===== config.mk =====
export PLATFORM = sky130hd
export DESIGN_NAME = input_blk
export DESIGN_NICKNAME = d
export VERILOG_FILES = /design/src/rtl/input_blk.sv
export SDC_FILE = /design/constraint.sdc
export NUM_CORES = 1
export LEC_CHECK = 0
export CORE_ASPECT_RATIO = 2
export CORE_MARGIN = 8
export CORE_UTILIZATION = 45
export DETAILED_ROUTE_END_ITERATION = 16
export PLACE_DENSITY = 0.67
export SYNTH_ARGS = -nofsm -noshare
export SYNTH_HDL_FRONTEND = slang
export SYNTH_SLANG_ARGS = --single-unit

===== constraint.sdc =====
create_clock -name clk -period 2 [get_ports clk]
set_input_delay 0.6 -clock clk [delete_from_list [all_inputs] [get_ports clk]]
set_output_delay 0.6 -clock clk [all_outputs]
set_load 0.02 [all_outputs]

===== src/rtl/input_blk.sv =====
// input_blk -- UART receive front end for the vector accelerator host link.
//
// Deserialises 8N1 frames arriving on rx and queues each good byte in a
// small show-ahead FIFO. The oldest byte is presented on out, qualified by
// ready, and is popped by holding read high for one clk.
//
// Parameters:
//   CLK_FREQ   system clock frequency in Hz
//   BAUD       UART bit rate; CLK_FREQ/BAUD must be >= 4
//   FIFO_DEPTH FIFO entries, power of two, >= 2
//
// Ports:
//   clk      system clock, rising edge
//   rst_l    synchronous reset, active high
//   rx       asynchronous serial input, idles high
//   read     pop request, one pop per clk while high and ready
//   out[7:0] byte at FIFO head, 8'h00 when empty
//   ready    FIFO non-empty
//   overflow (only with INPUT_BLK_OVERFLOW_EN) sticky flag set by a byte
//            dropped on a full FIFO or by a framing error
//
// Optional feature macro: INPUT_BLK_OVERFLOW_EN
module input_blk #(
   parameter int CLK_FREQ   = 100_000_000,
   parameter int BAUD       = 115_200,
   parameter int FIFO_DEPTH = 2
) (
   input  logic       clk,
   input  logic       rst_l,
   input  logic       rx,
   input  logic       read,
   output logic [7:0] out,
   output logic       ready
`ifdef INPUT_BLK_OVERFLOW_EN
   ,
   output logic       overflow
`endif
);

   localparam int CLK_PER_BIT = CLK_FREQ / BAUD;
   localparam int HALF_BIT    = CLK_PER_BIT / 2;
   localparam int TW          = $clog2(CLK_PER_BIT);
   localparam int PW          = $clog2(FIFO_DEPTH);
   localparam int CW          = $clog2(FIFO_DEPTH + 1);

   localparam logic [TW-1:0] TICK_FULL = TW'(CLK_PER_BIT - 1);
   localparam logic [TW-1:0] TICK_HALF = TW'(HALF_BIT - 1);
   localparam logic [CW-1:0] CNT_FULL  = CW'(FIFO_DEPTH);

   typedef enum logic [1:0] {IDLE, START, DATA, STOP} rx_state_t;

   // ---------------------------------------------------------------
   // Two-flop synchroniser; resets to the idle (high) line level so a
   // reset never fakes a start bit.
   // ---------------------------------------------------------------
   logic [1:0] sync_q;
   logic       rxs;

   always_ff @(posedge clk) begin
      if (rst_l) sync_q <= 2'b11;
      else       sync_q <= {sync_q[0], rx};
   end

   assign rxs = sync_q[1];

   // ---------------------------------------------------------------
   // Receiver FSM. The tick counter measures half a bit in START so all
   // later samples land mid-bit; STOP returns to IDLE at mid-stop so the
   // next start edge is caught even when frames are back to back.
   // ---------------------------------------------------------------
   rx_state_t     state;
   logic [TW-1:0] tick;
   logic [2:0]    bit_cnt;
   logic [7:0]    shreg;
   logic          push;
   logic [7:0]    push_data;
`ifdef INPUT_BLK_OVERFLOW_EN
   logic          frame_err;
`endif

   always_ff @(posedge clk) begin
      if (rst_l) begin
         state     <= IDLE;
         tick      <= '0;
         bit_cnt   <= '0;
         shreg     <= '0;
         push      <= 1'b0;
         push_data <= '0;
`ifdef INPUT_BLK_OVERFLOW_EN
         frame_err <= 1'b0;
`endif
      end else begin
         push <= 1'b0;
`ifdef INPUT_BLK_OVERFLOW_EN
         frame_err <= 1'b0;
`endif
         case (state)
            IDLE: begin
               bit_cnt <= '0;
               if (!rxs) begin
                  state <= START;
                  tick  <= '0;
               end
            end
            START: begin
               if (tick == TICK_HALF) begin
                  tick  <= '0;
                  // a start bit gone high by mid-bit is line noise
                  state <= rxs ? IDLE : DATA;
               end else begin
                  tick <= tick + 1'b1;
               end
            end
            DATA: begin
               if (tick == TICK_FULL) begin
                  tick    <= '0;
                  shreg   <= {rxs, shreg[7:1]};  // LSB arrives first
                  bit_cnt <= bit_cnt + 1'b1;
                  if (bit_cnt == 3'd7) state <= STOP;
               end else begin
                  tick <= tick + 1'b1;
               end
            end
            STOP: begin
               if (tick == TICK_FULL) begin
                  tick  <= '0;
                  state <= IDLE;
                  if (rxs) begin
                     push      <= 1'b1;
                     push_data <= shreg;
                  end
`ifdef INPUT_BLK_OVERFLOW_EN
                  else begin
                     frame_err <= 1'b1;
                  end
`endif
               end else begin
                  tick <= tick + 1'b1;
               end
            end
            default: state <= IDLE;
         endcase
      end
   end

   // ---------------------------------------------------------------
   // Show-ahead FIFO. A pop on a full FIFO frees the slot in the same
   // cycle, so a coincident push is still accepted.
   // ---------------------------------------------------------------
   logic [7:0]    mem [FIFO_DEPTH];
   logic [PW-1:0] rd_ptr, wr_ptr;
   logic [CW-1:0] count;
   logic          pop, full, wr_en;

   assign pop   = read && (count != '0);
   assign full  = (count == CNT_FULL);
   assign wr_en = push && (!full || pop);

   always_ff @(posedge clk) begin
      if (rst_l) begin
         rd_ptr <= '0;
         wr_ptr <= '0;
         count  <= '0;
      end else begin
         if (wr_en) wr_ptr <= wr_ptr + 1'b1;   // power-of-two depth wraps
         if (pop)   rd_ptr <= rd_ptr + 1'b1;
         case ({wr_en, pop})
            2'b10:   count <= count + 1'b1;
            2'b01:   count <= count - 1'b1;
            default: count <= count;
         endcase
      end
   end

   always_ff @(posedge clk) begin
      if (!rst_l && wr_en) mem[wr_ptr] <= push_data;
   end

   assign ready = (count != '0);
   assign out   = ready ? mem[rd_ptr] : 8'h00;

`ifdef INPUT_BLK_OVERFLOW_EN
   logic drop;
   assign drop = push && full && !pop;

   always_ff @(posedge clk) begin
      if (rst_l)                  overflow <= 1'b0;
      else if (drop || frame_err) overflow <= 1'b1;
   end
`endif

endmodule


==> metrics, run 1 <==
outcome finished clean; critical path endpoint category output port; slowest stage delay, CP 0.40 ns; Clk Latency, worst-skew pair 0.31 ns; # diodes 0; r2r startpoint tick[3]$_SDFFE_PP0P_; Avg Inst Size Synth 9.90 sq um; Area growth, synth to finish 15.2%; WHS 0.430 ns; HP Start sync_q[0]$_SDFF_PP1_; fin area 2780 sq um; area occupied by multi-input gates 1060 sq um; most frequent cells in the layout 38 x dfxtp_1, 21 x nand2_1, 21 x buf_4, 20 x nand3_1, 20 x a21oi_1; final hold violations 0; RSZ-0062 raised after global routing false; Tcrit/Tclk final 0.965; TritonCTS Buffers 5; Leakage 0.000965 uW; placer congestion estimate 0.788; GRT overflow 0; CP arrival 1.33 ns; Fillers 505; die width 67.8 um; fmax 518 MHz; Clk pwr share 0.342; Seq pwr share 0.622; hold path depth 1; vias in the first global route 1656; Slew headroom 0.641; Power Density 663 nW/um^2; distinct cell type count after synthesis 49; htree depth 2; ys async rst share 0; routed vias 1775; Worst Clk Skew 0.00460 ns; FF+latch count, synth 55; post-route ant nets 0; row cnt 38; syn nets 253; initial antenna violation count 0; clock sink total 55; fin. max-slew vios 0; Hold Crit Class flop to flop; sequential share of the synthesized area 0.522; cell-internal power 1420 uW; cell count of the worst reg-to-reg path 4; full die area 8110 sq um; CP Launch Type flop; share of power burned in combinational logic 0.036; die height 120 um; Max Cap Viol 0; layout cells sized above 1 0.181; number of synthesis warnings 0; CP startpoint count[0]$_SDFFE_PP0P_; WL/cell 12.9 um; most common cell after layout, fill and taps aside dfxtp_1; synthesized instance count 244; nets 279; Post-synth EDFFs 16; DP HPWL 3070 um; Register Area 1260 sq um; Synth Cell Area 2420 sq um; shortest period the worst path allows 1.93 ns; drt total wl 4270 um; Net Sw Frac 0.228; crit path cell chain nor2_4 -> buf_4 -> nor2_1 -> clkdlybuf4s15_1; core area 5330 sq um; root buf cell clkbuf_8; total power 1840 uW; Iteration-0 DRC Markers 53; maximum vdd drop 0.000669 V; drt pass-1 iters 4; number of I/O port buffers 12; Bufs on Longest Clock Path 2; dominant synthesized flop cell dfxtp_1; first-pass GRT wire length 7380 um; Initial Util 0.454; CP max FO 7; placed inst area 2660 sq um; TritonCTS clock tree built; Crit path required time 1.40 ns; Worst path slowest cell dfxtp_1; final setup fails 0; Crit Path Class flop to output port; hold buffers post-CTS 0; Clock transition at path regs 0.10 ns; vias per cell 5.36; Total GRT Usage 0.113; DRC viols 0; Switch Pwr 420 uW; largest net degree at the start of global routing 21; io pins 13; worst-margin pin slew 0.534 ns
layer usage:
metal,GRT usage,vias to the layer above,wire length (um)
met4,0.0426,0,65
met1,0.138,803,1920
met5,0,-,0
met3,0.0280,6,155
met2,0.184,24,2130
li1,-,942,-
cell usage after synthesis (2+ instances only):
| master | number | area, sq um |
|---|---|---|
| dfxtp_1 | 39 | 781 |
| nand2_1 | 21 | 78.8 |
| a21oi_1 | 20 | 100 |
| nand3_1 | 20 | 100 |
| edfxtp_1 | 16 | 480 |
| o21ai_1 | 16 | 80.1 |
| nor2_1 | 15 | 56.3 |
| mux2i_1 | 9 | 90.1 |
| clkbuf_1 | 8 | 30.0 |
| nor3_1 | 6 | 30.0 |
| o221ai_1 | 6 | 52.6 |
| ha_1 | 5 | 62.6 |
| inv_1 | 5 | 18.8 |
| o21ai_0 | 4 | 20.0 |
| nor2b_1 | 3 | 18.8 |
| o21ai_2 | 3 | 26.3 |
| or2_2 | 3 | 18.8 |
| xnor2_1 | 3 | 26.3 |
| xor2_1 | 3 | 26.3 |
| and2_1 | 2 | 12.5 |
| buf_4 | 2 | 15.0 |
| clkinv_1 | 2 | 7.51 |
| nor4_1 | 2 | 12.5 |
| o211ai_1 | 2 | 15.0 |
| o21a_1 | 2 | 15.0 |
| o22ai_1 | 2 | 12.5 |
| o311a_1 | 2 | 20.0 |
| or3_1 | 2 | 12.5 |
flip-flops by register name, indices dropped and copies added, names as in the netlist, named ones only:
| register | count |
|---|---|
| mem | 16 |
| tick | 10 |
| push_data | 8 |
| shreg | 8 |
| bit_cnt | 3 |
| count | 2 |
| sync_q | 2 |
| push | 1 |
| rd_ptr | 1 |
| state | 1 |
| wr_ptr | 1 |
worst paths after layout:
path                               end  slack (ns)
max                             out[6]        0.07
min               sync_q[1]$_SDFF_PP1_        0.43
max reg2reg  push_data[4]$_SDFFE_PP0P_        0.16
min reg2reg       sync_q[1]$_SDFF_PP1_        0.43
area by class of cell:
type,count,area share
Sequential cell,55,0.455
Multi-Input combinational cell,168,0.383
Timing Repair Buffer,33,0.0917
Tap cell,60,0.0270
Clock buffer,5,0.0247
Clock inverter,3,0.00989
Inverter,7,0.00944
through the flow:
stage | worst slack [ns] | setup TNS [ns] | cells | util
floorplan | 0.00176 | 0 | 244 | -
global placement | -0.151 | -0.797 | 318 | 0.499
detailed placement | -0.274 | -2.00 | 318 | 0.499
CTS | 0.0223 | 0 | 329 | 0.521
global route | 0.00687 | 0 | 331 | 0.523
finish | 0.0697 | 0 | 331 | 0.523
power by group through the flow:
stage / clock network (uW) / logic (uW) / registers [uW]
final: 631 / 66.3 / 1150
after global placement: 0 / 65.9 / 1170
after CTS: 660 / 66.6 / 1150
after detailed placement: 0 / 66.5 / 1170
after floorplan: 0 / 43.2 / 1170
after global routing: 701 / 74.9 / 1150
cells by family (layout without fill, tap and decap cells):
group,Yosys count,count (layout),synth area share
compound gates,63,63,0.162
flops,55,55,0.522
xor+xnor,6,6,0.0218
simple gates,85,85,0.187
buf+inv,21,48,0.0445
mux,9,9,0.0373
fa+ha+maj,5,5,0.0259
repair_timing:
item	in CTS	in global routing
gates resized for setup	13	12
setup buffers	3	2
pin swaps	1	1
setup endpoints to repair	9	8
worst max-delay path: cells and delay by family, from the launching register on:
family / cells / cell delay, ns
flops: 1 / 0.40
buf+inv: 2 / 0.45
simple gates: 2 / 0.18
Note: power is estimated with default switching activity, not from simulation.
==> inputs of run 2 (changes only) <==
--- a/config.mk
+++ b/config.mk
@@ -5,10 +5,11 @@
 export SDC_FILE = /design/constraint.sdc
 export NUM_CORES = 1
 export LEC_CHECK = 0
-export CORE_ASPECT_RATIO = 2
+export CORE_ASPECT_RATIO = 1.2
 export CORE_MARGIN = 8
 export CORE_UTILIZATION = 45
 export DETAILED_ROUTE_END_ITERATION = 16
+export GPL_TIMING_DRIVEN = 0
 export PLACE_DENSITY = 0.67
 export SYNTH_ARGS = -nofsm -noshare
 export SYNTH_HDL_FRONTEND = slang
==> metrics, run 2 (same netlist as run 1, synthesis figures left out) <==
outcome finished clean; fmax 519 MHz (about the same); Placed Cells 317 (-0.31%); Crit path required time 2.17 ns (+0.77 ns); vias per cell 5.55 (+3.4%); drt pass-1 iters 5 (+1); Initial Util 0.462 (+0.00869); fin area 2780 sq um (-0.22%); GRT overflow 0 (unchanged); root buf cell clkbuf_8; Tcrit/Tclk final 0.964 (about the same); CP arrival 2.10 ns (+0.77 ns); hold buffers post-CTS 0 (unchanged); Top reg by flops mem; CP max FO 10 (+3); Crit Path Class flop to flop; critical path endpoint category flop; Power Density 694 nW/um^2 (+4.7%); first-pass GRT wire length 7840 um (+6.2%); Finished Layout Cells 331 (unchanged); routed vias 1836 (+3.4%); fin. max-slew vios 0 (unchanged); Iteration-0 DRC Markers 94 (+77%); row cnt 29 (-24%); TritonCTS Buffers 5 (unchanged); vias in the first global route 1799 (+8.6%); most common cell after layout, fill and taps aside dfxtp_1; Bufs on Longest Clock Path 2 (unchanged); final hold violations 0 (unchanged); post-route ant nets 0 (unchanged); shortest period the worst path allows 1.93 ns (-0.00192 ns); die height 96.3 um (-20%); Clock transition at path regs 0.09 ns (about the same); htree depth 2 (unchanged); Max Cap Viol 0 (unchanged); RSZ-0062 raised after global routing false; Hold Crit Class flop to flop; final setup fails 0 (unchanged); TritonCTS clock tree built; drt total wl 4410 um (+3.3%); maximum vdd drop 0.000379 V (-43%); Slew headroom 0.594 (-0.0467); die width 82.9 um (+22%); core area 5230 sq um (-1.9%); WHS 0.418 ns (-0.0120 ns); cell count of the worst reg-to-reg path 6 (+2); placer congestion estimate 0.739 (-6.2%); layout cells sized above 1 0.197 (+0.0162); largest registers mem: 16 flops, tick: 10 flops; Register Area 1270 sq um (+0.59%); WL/cell 13.3 um (+3.3%); max reg flops 16 (unchanged); placed inst area 2610 sq um (-1.7%); Total GRT Usage 0.116 (+0.00270); worst-margin pin slew 0.606 ns (+0.0723 ns); Area growth, synth to finish 14.9%; number of I/O port buffers 11 (-1); hold path depth 1 (unchanged); # diodes 0 (unchanged); Clk Latency, worst-skew pair 0.30 ns (about the same); DP HPWL 3200 um (+4.1%); clock sink total 55 (unchanged); nets 277 (-0.72%); CP Launch Type flop; Leakage 0.000939 uW (-2.7%); initial antenna violation count 0 (unchanged); largest net degree at the start of global routing 18 (-14%); io pins 13 (unchanged); DRC viols 0 (unchanged); Fillers 494 (-2.2%); area occupied by multi-input gates 1080 sq um (+1.9%); Final Util 0.531 (+0.00881); Setup TNS 0 ns (unchanged); Worst Clk Skew 0.00547 ns (+0.000872 ns); full die area 7980 sq um (-1.6%); most frequent cells in the layout 32 x dfxtp_1, 21 x nand2_1, 20 x nand3_1, 20 x a21oi_1, 16 x edfxtp_1
run 2: cell types whose count changed in the layout (fill, tap and decap cells not counted), moves of 2 or more:
cell	change
dfxtp_1	-6
buf_6	+2
clkdlybuf4s15_1	-3
clkbuf_1	+8
clkbuf_2	+5
buf_4	-12
dfxtp_2	+6
run 2: metrics by stage:
stage	worst slack (ns)	total power, uW
3_5_place_dp	-0.520	1240
4_1_cts	0.0163	1950
6_report	0.0716	1930
3_3_place_gp	-0.471	1240
2_1_floorplan	0.00176	1220
5_1_grt	0.0000646	2000
run 2: routing by layer:
layer | part of all wire | vias to the layer above | wire, um | global-route usage
li1 | - | 937 | - | -
met1 | 0.39 | 847 | 1740 | 0.114
met2 | 0.55 | 44 | 2410 | 0.223
met3 | 0.046 | 8 | 201 | 0.0313
met4 | 0.015 | 0 | 68 | 0.0528
met5 | 0 | - | 0 | 0
run 2: timing repair:
item | in CTS | in global routing
setup endpoints to repair | 30 | 34
pin swaps | 1 | 3
hold endpoints to repair | 0 | 0
buffers inserted | 3 | 4
gates resized for setup | 18 | 25
run 2: power breakdown:
| group | internal, uW | leakage, uW | switching, uW |
|---|---|---|---|
| Combinational | 19.8 | 0.000420 | 44.3 |
| Sequential | 1140 | 0.000467 | 6.98 |
| Clock | 374 | 0.0000514 | 340 |
| Total | 1540 | 0.000939 | 392 |
run 2: worst max-delay path, cell delays in order (launching register included):
cell	delay (ns)
dfxtp_2	0.35
or3b_4	0.43
or4_4	0.52
buf_6	0.15
buf_8	0.14
o21ai_1	0.12
a21oi_1	0.08
run 2: final cells by class:
type,instances,share of cell area
plain buffers,13,0.0302
clock buffers,6,0.0261
clock inverters,2,0.0135
inverters,7,0.00946
multi-input cells,168,0.391
flip-flops and latches,55,0.458
well taps,62,0.0279
repair buffers,18,0.0437
run 2: worst paths after layout:
check / start / endpoint / slack, ns
max: tick[3]$_SDFFE_PP0P_ / shreg[1]$_SDFFE_PP0P_ / 0.07
min reg2reg: sync_q[0]$_SDFF_PP1_ / sync_q[1]$_SDFF_PP1_ / 0.42
max reg2reg: tick[3]$_SDFFE_PP0P_ / shreg[1]$_SDFFE_PP0P_ / 0.07
min: sync_q[0]$_SDFF_PP1_ / sync_q[1]$_SDFF_PP1_ / 0.42
